### src/rtl/interrupt_responder.sv
// Interrupt responder: edge-captured sticky pending flags, fixed-priority selection,
// and a request/acknowledge/service handshake with the CPU (no nesting).
module interrupt_responder #(
    parameter int unsigned N     = 4,
    parameter int unsigned VEC_W = 2
) (
    input  logic             clk,
    input  logic             rst,
    input  logic [N-1:0]     irq_src,
    input  logic [N-1:0]     irq_en,
    input  logic             gie,
    input  logic             int_ack,
    input  logic             int_done,
    output logic             irq,
    output logic [VEC_W-1:0] irq_id,
    output logic             busy,
    output logic [N-1:0]     pending
);

    typedef enum logic [1:0] {
        StIdle    = 2'd0,
        StReq     = 2'd1,
        StService = 2'd2
    } state_e;

    state_e           state;
    logic [N-1:0]     src_d;
    logic [N-1:0]     rise;
    logic [N-1:0]     eligible;
    logic [N-1:0]     clr;
    logic [VEC_W-1:0] sel;
    logic             ack_hit;
    logic             withdraw;

    always_comb begin
        rise     = irq_src & ~src_d;
        eligible = pending & irq_en & {N{gie}};
        // Scan downwards so the lowest eligible index is the last one written.
        sel = '0;
        for (int i = int'(N) - 1; i >= 0; i--) begin
            if (eligible[i]) sel = VEC_W'(i);
        end
        ack_hit  = (state == StReq) && int_ack;
        withdraw = !gie || !irq_en[irq_id];
        clr      = '0;
        if (ack_hit) clr[irq_id] = 1'b1;
    end

    always_ff @(posedge clk or negedge rst) begin
        if (!rst) begin
            state   <= StIdle;
            src_d   <= '0;
            pending <= '0;
            irq_id  <= '0;
            irq     <= 1'b0;
            busy    <= 1'b0;
        end else begin
            src_d   <= irq_src;
            // A new edge on the bit being acknowledged survives the clear.
            pending <= (pending & ~clr) | rise;
            unique case (state)
                StIdle: begin
                    if (|eligible) begin
                        irq_id <= sel;
                        state  <= StReq;
                        irq    <= 1'b1;
                    end
                end
                StReq: begin
                    if (int_ack) begin
                        state <= StService;
                        irq   <= 1'b0;
                        busy  <= 1'b1;
                    end else if (withdraw) begin
                        state <= StIdle;
                        irq   <= 1'b0;
                    end
                end
                StService: begin
                    if (int_done) begin
                        state <= StIdle;
                        busy  <= 1'b0;
                    end
                end
                default: begin
                    state <= StIdle;
                    irq   <= 1'b0;
                    busy  <= 1'b0;
                end
            endcase
        end
    end

endmodule

### config.mk
export PLATFORM = sky130hd
export DESIGN_NAME = interrupt_responder
export DESIGN_NICKNAME = d
export VERILOG_FILES = /design/src/rtl/interrupt_responder.sv
export SDC_FILE = /design/constraint.sdc
export NUM_CORES = 1
export LEC_CHECK = 0
export ABC_CLOCK_PERIOD_IN_PS = 3200
export CAP_MARGIN = 20
export CORE_MARGIN = 2
export CORE_UTILIZATION = 25
export CTS_BUF_LIST = sky130_fd_sc_hd__clkbuf_2 sky130_fd_sc_hd__clkbuf_4 sky130_fd_sc_hd__clkbuf_8
export CTS_CLUSTER_SIZE = 40
export DETAILED_ROUTE_END_ITERATION = 8
export PLACE_DENSITY_LB_ADDON = 0.12
export SYNTH_ARGS = -nofsm -noshare
export SYNTH_HDL_FRONTEND = slang
export SYNTH_SLANG_ARGS = --single-unit
### constraint.sdc
create_clock -name clk -period 3.2 [get_ports clk]
set_clock_uncertainty 0.2 [all_clocks]
set_input_delay 0.64 -clock clk [delete_from_list [all_inputs] [get_ports clk]]
set_output_delay 0.64 -clock clk [all_outputs]
set_load 0.02 [all_outputs]
==> impl_metrics.sql, run 1 <==
INSERT INTO impl_metrics (metric_group, metric, value, unit) VALUES
('status', 'status', 'finished clean', ''),
('synthesis', 'synth_sequential_area_ratio', '0.596', ''),
('final_layout', 'filler_cell_count', '222', ''),
('sta', 'slew_violations', '0', ''),
('synthesis', 'ys_top_cells_by_area', 'sky130_fd_sc_hd__dfrtp_1 (60%), sky130_fd_sc_hd__nand2_1 (4.5%), sky130_fd_sc_hd__o21ai_0 (4.3%)', ''),
('placed_design', 'routabilityCongestion', '0.701', ''),
('worst_setup_path', 'cpLargestDelayFamily', 'buffers and inverters', ''),
('placed_design', 'port_buffers', '20', ''),
('drt', 'route.detailed.vias_per_inst', '4.42', ''),
('final_layout', 'fin_nets', '92', ''),
('global_route', 'track_usage', '0.116', ''),
('drt', 'drt-total-wl', '1.21', 'mm'),
('worst_setup_path', 'r2r-end', 'irq', ''),
('synthesis', 'most_common_cell_in_the_netlist', 'sky130_fd_sc_hd__dfrtp_1', ''),
('drt', 'wire_per_inst', '11.4', 'um'),
('sta', 'timing.final.crit_period', '2230', 'ps'),
('worst_setup_path', 'timing.critical_path.fanout_max', '7', ''),
('global_route', 'grt_use_met3', '0.0600', ''),
('synthesis', 'synthesis.area', '588', 'um2'),
('synthesis', 'most_used_standard_cells_in_the_synthesized_netlist', 'sky130_fd_sc_hd__dfrtp_1 (14), sky130_fd_sc_hd__nand2_1 (7), sky130_fd_sc_hd__inv_1 (5), sky130_fd_sc_hd__o21ai_0 (5)', ''),
('worst_setup_path', 'crit_buf_inv', '1', ''),
('worst_setup_path', 'crit_path_start_kind', 'flip-flop', ''),
('clocking', 'tritoncts_clock_tree', 'yes', ''),
('worst_setup_path', 'worstSetupPathDepth', '1', ''),
('sta', 'grt_setup_unrepaired', 'false', ''),
('clocking', 'cts-hold-fix-buffers', '0', ''),
('synthesis', 'top_area_cell_type_share_of_the_netlist_area', '0.596', ''),
('sta', 'final-hold-violation-count', '0', ''),
('placed_design', 'placement.setup.worst_slack', '776', 'ps'),
('floorplanning', 'num_rows', '17', ''),
('floorplanning', 'die_w', '52.5', 'um'),
('floorplanning', 'die_area', '2760', 'um2'),
('clocking', 'max-clock-path-buffers', '2', ''),
('sta', 'finalSetupViolCount', '0', ''),
('hold_path', 'hold_class', 'flip-flop to flip-flop', ''),
('global_route', 'grt_first_pass_wirelength', '2.21', 'mm'),
('worst_setup_path', 'crit_type', 'flip-flop to output port', ''),
('synthesis', 'post_synth_inst_count', '54', ''),
('global_route', 'pin_count_of_the_biggest_net_entering_global_routing', '15', ''),
('worst_setup_path', 'timing.reg2reg.setup_slack', '1410', 'ps'),
('final_layout', 'antenna-diode-count', '0', ''),
('power', 'leak', '0.385', 'nW'),
('clocking', 'h-tree-depth', '1', ''),
('final_layout', 'area_growth_syn_to_layout', '46.2', '%'),
('clocking', 'path_clk_slew', '80', 'ps'),
('power', 'powerDensity', '738', 'nW/um2'),
('floorplanning', 'num_io_pins', '21', ''),
('drt', 'detail_route.first_pass.iterations', '4', ''),
('synthesis', 'yosysWarningCount', '0', ''),
('worst_setup_path', 'crit_required', '2360', 'ps'),
('worst_setup_path', 'endpoint', 'irq_id[0]', ''),
('sta', 'worst_pin_slew', '643', 'ps'),
('floorplanning', 'die-height', '52.5', 'um'),
('floorplanning', 'core-area', '2210', 'um2'),
('sta', 'timing.setup.tns', '0', 'ps'),
('drt', 'drc', '0', ''),
('worst_setup_path', 'worst_path_largest_cell_delay', '650', 'ps'),
('drt', 'detail-route-antenna-nets', '0', ''),
('synthesis', 'synth.net_count', '67', ''),
('power', 'worst_ir_drop_vdd', '0.308', 'mV'),
('floorplanning', 'initial_utilization', '0.266', ''),
('sta', 'period_share', '0.698', ''),
('global_route', 'grtUsageMet1', '0.129', ''),
('global_route', 'antenna_found_initial', '0', ''),
('synthesis', 'synth_top_flop_cell', 'sky130_fd_sc_hd__dfrtp_1', ''),
('global_route', 'first_global_vias', '511', ''),
('synthesis', 'avgSynthCellArea', '10.9', 'um2'),
('clocking', 'cts-buffers-inserted', '3', ''),
('synthesis', 'yosysUniqueCellTypes', '18', ''),
('global_route', 'total_overflow_reported_by_the_global_router', '0', ''),
('drt', 'vias', '469', '');
logic make-up (layout without fill, tap and decap cells):
kind of cell           after synthesis  count (layout)  synth area share
multiplexers                         2               2            0.0574
flip-flops                          14              14             0.596
AO/OA/AOI/OAI                       15              15             0.168
buffers and inverters                5              29            0.0319
AND/OR/NAND/NOR                     18              18             0.147
power by group:
part,switching [mW],internal [mW],total (mW),leakage [nW]
combinational,0.109,0.128,0.237,0.208
sequential,0.0529,0.224,0.277,0.156
clock,0.0517,0.0691,0.121,0.0210
total,0.214,0.421,0.635,0.385
flip-flops by register name, summed over array words and instances, names as in the netlist:
register / count
pending: 4
src_d: 4
irq_id: 2
state: 2
busy: 1
irq: 1
worst min-delay path by stage:
stage,startpoint,endpoint,slack (ps),depth (start not counted)
floorplan,rst,busy,140,0
global route,src_d[0],pending[0],250,1
detailed placement,src_d[0],pending[0],210,1
global placement,src_d[0],pending[0],200,1
finish,src_d[0],pending[0],220,1
CTS,src_d[0],pending[0],230,1
placed cells by master, fill, tap and decap left out, drive strengths merged:
master / instances
and3b: 1
clkdlybuf4s50: 20
nor3: 1
a22o: 2
a21oi: 2
a22oi: 1
nand2b: 2
mux2: 1
a21o: 3
clkbuf: 4
inv: 5
nor2: 3
dfrtp: 14
nand3: 3
nor3b: 1
a311oi: 1
o21ai: 5
nand2: 7
a211oi: 1
mux4: 1
layout make-up:
type                            instances  area, um2  area share
Sequential cell                        14        350       0.408
Multi-Input combinational cell         35        219       0.255
Timing Repair Buffer                   20        200       0.233
Clock buffer                            4       36.3      0.0422
Tap cell                               28       35.0      0.0408
Inverter                                5       18.8      0.0218
metal layers:
layer / up-vias / wire length (um)
met1: 215 / 527
met4: 0 / 16
met5: - / 0
met2: 9 / 586
met3: 2 / 77
li1: 243 / -
metrics by stage:
stage | instance area, um2 | instances | hold slack, ps | total power, mW
finish | 860 | 106 | 218 | 0.635
global route | 860 | 106 | 247 | 0.692
CTS | 860 | 106 | 226 | 0.647
detailed placement | 823 | 102 | 213 | 0.522
global placement | 823 | 102 | 203 | 0.522
floorplan | 588 | 54 | 144 | 0.401
(Power assumes the default switching activity.)
==> run 2: changes to the inputs <==
--- a/config.mk
+++ b/config.mk
@@ -5,7 +5,7 @@
 export SDC_FILE = /design/constraint.sdc
 export NUM_CORES = 1
 export LEC_CHECK = 0
-export ABC_CLOCK_PERIOD_IN_PS = 3200
+export ABC_CLOCK_PERIOD_IN_PS = 1800
 export CAP_MARGIN = 20
 export CORE_MARGIN = 2
 export CORE_UTILIZATION = 25
==> constraint.sdc (replaced) <==
create_clock -name clk -period 1.8 [get_ports clk]
set_clock_uncertainty 0.2 [all_clocks]
set_input_delay 0.36 -clock clk [delete_from_list [all_inputs] [get_ports clk]]
set_output_delay 0.36 -clock clk [all_outputs]
set_load 0.02 [all_outputs]
==> impl_metrics.sql, run 2 (synthesized netlist as in run 1, its figures left out) <==
INSERT INTO impl_metrics (metric_group, metric, value, unit) VALUES
('status', 'status', 'finished clean', ''),
('clocking', 'h-tree-depth', '1', ''),
('sta', 'period_share', '0.975', ''),
('clocking', 'cts_sinks', '14', ''),
('power', 'leak', '0.445', 'nW'),
('global_route', 'first_global_vias', '494', ''),
('clocking', 'tritoncts_clock_tree', 'yes', ''),
('placed_design', 'dp_cells', '112', ''),
('worst_setup_path', 'timing.rr.start', 'irq_id[0]', ''),
('final_layout', 'layout-drive-gt1-share', '0.195', ''),
('final_layout', 'fin_nets', '102', ''),
('clocking', 'cts.root.buffer_cell', 'sky130_fd_sc_hd__clkbuf_4', ''),
('hold_path', 'hold_class', 'input port to async pin', ''),
('floorplanning', 'initial_utilization', '0.266', ''),
('sta', 'slew_violations', '0', ''),
('final_layout', 'antenna-diode-count', '0', ''),
('clocking', 'cts.repair_timing.setup_buffer_count', '0', ''),
('power', 'worst_ir_drop_vdd', '0.440', 'mV'),
('drt', 'detail_route.first_pass.iterations', '4', ''),
('global_route', 'total_overflow_reported_by_the_global_router', '0', ''),
('power', 'powerDensity', '1200', 'nW/um2'),
('drt', 'drt-initial-drc-count', '7', ''),
('final_layout', 'mostFrequentLayoutCell', 'sky130_fd_sc_hd__dfrtp_1', ''),
('clocking', 'cts-buffers-inserted', '3', ''),
('drt', 'route.detailed.vias_per_inst', '4.45', ''),
('placed_design', 'dpl.hpwl', '1.10', 'mm'),
('sta', 'timing.final.crit_period', '1760', 'ps'),
('drt', 'drc', '0', ''),
('drt', 'vias', '512', ''),
('sta', 'finalSetupViolCount', '0', ''),
('final_layout', 'area_growth_syn_to_layout', '57.0', '%'),
('drt', 'drt-total-wl', '1.32', 'mm'),
('worst_setup_path', 'timing.reg2reg.setup_slack', '110', 'ps'),
('flow_run', 'max_cap_viol_count', '0', ''),
('drt', 'wire_per_inst', '11.5', 'um'),
('global_route', 'pin_count_of_the_biggest_net_entering_global_routing', '15', ''),
('worst_setup_path', 'arrival', '1720', 'ps'),
('worst_setup_path', 'timing.critical_path.fanout_max', '2', ''),
('sta', 'timing.slew.headroom', '0.811', ''),
('floorplanning', 'core-area', '2210', 'um2'),
('sta', 'worst_pin_slew', '284', 'ps'),
('global_route', 'track_usage', '0.116', ''),
('sta', 'final-hold-violation-count', '0', ''),
('final_layout', 'layout_common_cells', 'sky130_fd_sc_hd__dfrtp_1 (13), sky130_fd_sc_hd__clkdlybuf4s50_1 (10), sky130_fd_sc_hd__buf_4 (10), sky130_fd_sc_hd__dlygate4sd2_1 (8), sky130_fd_sc_hd__nand2_1 (7)', ''),
('global_route', 'antenna_found_initial', '0', ''),
('worst_setup_path', 'cells_on_worst_reg2reg_path', '4', ''),
('clocking', 'max-clock-path-buffers', '2', ''),
('placed_design', 'port_buffers', '20', ''),
('floorplanning', 'die-height', '52.5', 'um'),
('final_layout', 'layout_top_registers', 'pending (4), src_d (4)', ''),
('sta', 'fmax', '0.570', 'GHz'),
('floorplanning', 'num_rows', '17', ''),
('worst_setup_path', 'worst_setup_path_end_kind', 'flip-flop', ''),
('worst_setup_path', 'crit_type', 'input port to flip-flop', ''),
('floorplanning', 'num_io_pins', '21', ''),
('floorplanning', 'die_w', '52.5', 'um'),
('power', 'power.total', '1.11', 'mW'),
('floorplanning', 'die_area', '2760', 'um2'),
('worst_setup_path', 'crit_required', '1770', 'ps'),
('worst_setup_path', 'r2r-end', 'irq', ''),
('sta', 'hold_slack', '189', 'ps'),
('drt', 'detail-route-antenna-nets', '0', ''),
('clocking', 'path_clk_slew', '70', 'ps'),
('worst_setup_path', 'crit_path_start_kind', 'input port', ''),
('clocking', 'worstSkewPairLatency', '270', 'ps'),
('final_layout', 'fin_cells', '115', ''),
('placed_design', 'routabilityCongestion', '0.724', ''),
('global_route', 'grt_first_pass_wirelength', '2.18', 'mm'),
('sta', 'grt_setup_unrepaired', 'false', '');
[run 2: changes by cell type in the layout (fill, tap and decap cells not counted), sizes merged]
cell	previous run	this run
dlygate4sd2	0	8
clkbuf	4	3
buf	0	10
clkdlybuf4s50	20	10
dlymetal6s2s	0	2
[run 2: critical path: stages]
cell and delay (ps):
sky130_fd_sc_hd__clkdlybuf4s50_1 440, sky130_fd_sc_hd__mux4_2 460, sky130_fd_sc_hd__nor3b_1 160, sky130_fd_sc_hd__nand2b_1 130, sky130_fd_sc_hd__a21o_1 170
[run 2: final cells by class]
type | count | area (um2)
fillers | 236 | 1290
flip-flops and latches | 14 | 352
repair buffers | 30 | 270
multi-input cells | 35 | 225
well taps | 28 | 35.0
clock buffers | 3 | 22.5
inverters | 5 | 18.8
[run 2: how the worst max path moves through the flow]
stage                end  depth (start not counted)       from
2_1_floorplan        irq                          4  irq_id[0]
3_3_place_gp   irq_id[0]                          4  irq_en[2]
3_5_place_dp         irq                          5  irq_en[3]
4_1_cts        irq_id[0]                          4  irq_en[2]
5_1_grt              irq                          5  irq_en[0]
6_report             irq                          5  irq_en[0]
[run 2: routing by layer]
metal	vias to the layer above	track usage	share of wire	wire length (um)
met5	-	0	0	0
met4	0	0.0513	0.012	16
met3	2	0.0629	0.058	77
met2	12	0.194	0.51	677
met1	240	0.119	0.42	550
li1	258	-	-	-
[run 2: power by group]
part           internal [mW]  leakage [nW]  switching, mW  total (mW)
registers              0.400         0.155         0.0831       0.483
logic                  0.239         0.276          0.219       0.458
clock network         0.0775        0.0138         0.0883       0.166
total                  0.716         0.445          0.391        1.11
[run 2: metrics by stage]
| step | setup WS [ps] | setup TNS [ps] | cell area (um2) | util |
|---|---|---|---|---|
| after floorplan | 2.72 | 0 | 588 | - |
| after global placement | -277 | -665 | 898 | 0.406 |
| after detailed placement | -266 | -653 | 898 | 0.406 |
| after CTS | 25.7 | 0 | 911 | 0.412 |
| after global routing | 23.2 | 0 | 923 | 0.417 |
| final | 44.3 | 0 | 923 | 0.417 |
[run 2: timing repair]
| item | 4_1_cts | 5_1_grt |
|---|---|---|
| hold buffers | 0 | 0 |
| resized for setup | 8 | 4 |
| setup endpoints to repair | 8 | 2 |
| pin swaps | 0 | 0 |
==> run 3: changes to the inputs <==
--- a/config.mk
+++ b/config.mk
@@ -9,10 +9,10 @@
 export CAP_MARGIN = 20
 export CORE_MARGIN = 2
 export CORE_UTILIZATION = 25
-export CTS_BUF_LIST = sky130_fd_sc_hd__clkbuf_2 sky130_fd_sc_hd__clkbuf_4 sky130_fd_sc_hd__clkbuf_8
 export CTS_CLUSTER_SIZE = 40
 export DETAILED_ROUTE_END_ITERATION = 8
 export PLACE_DENSITY_LB_ADDON = 0.12
+export SLEW_MARGIN = 20
 export SYNTH_ARGS = -nofsm -noshare
 export SYNTH_HDL_FRONTEND = slang
 export SYNTH_SLANG_ARGS = --single-unit
==> results of run 3 <==
No change in the layout: final DEF, timing and power equal those of run 2.
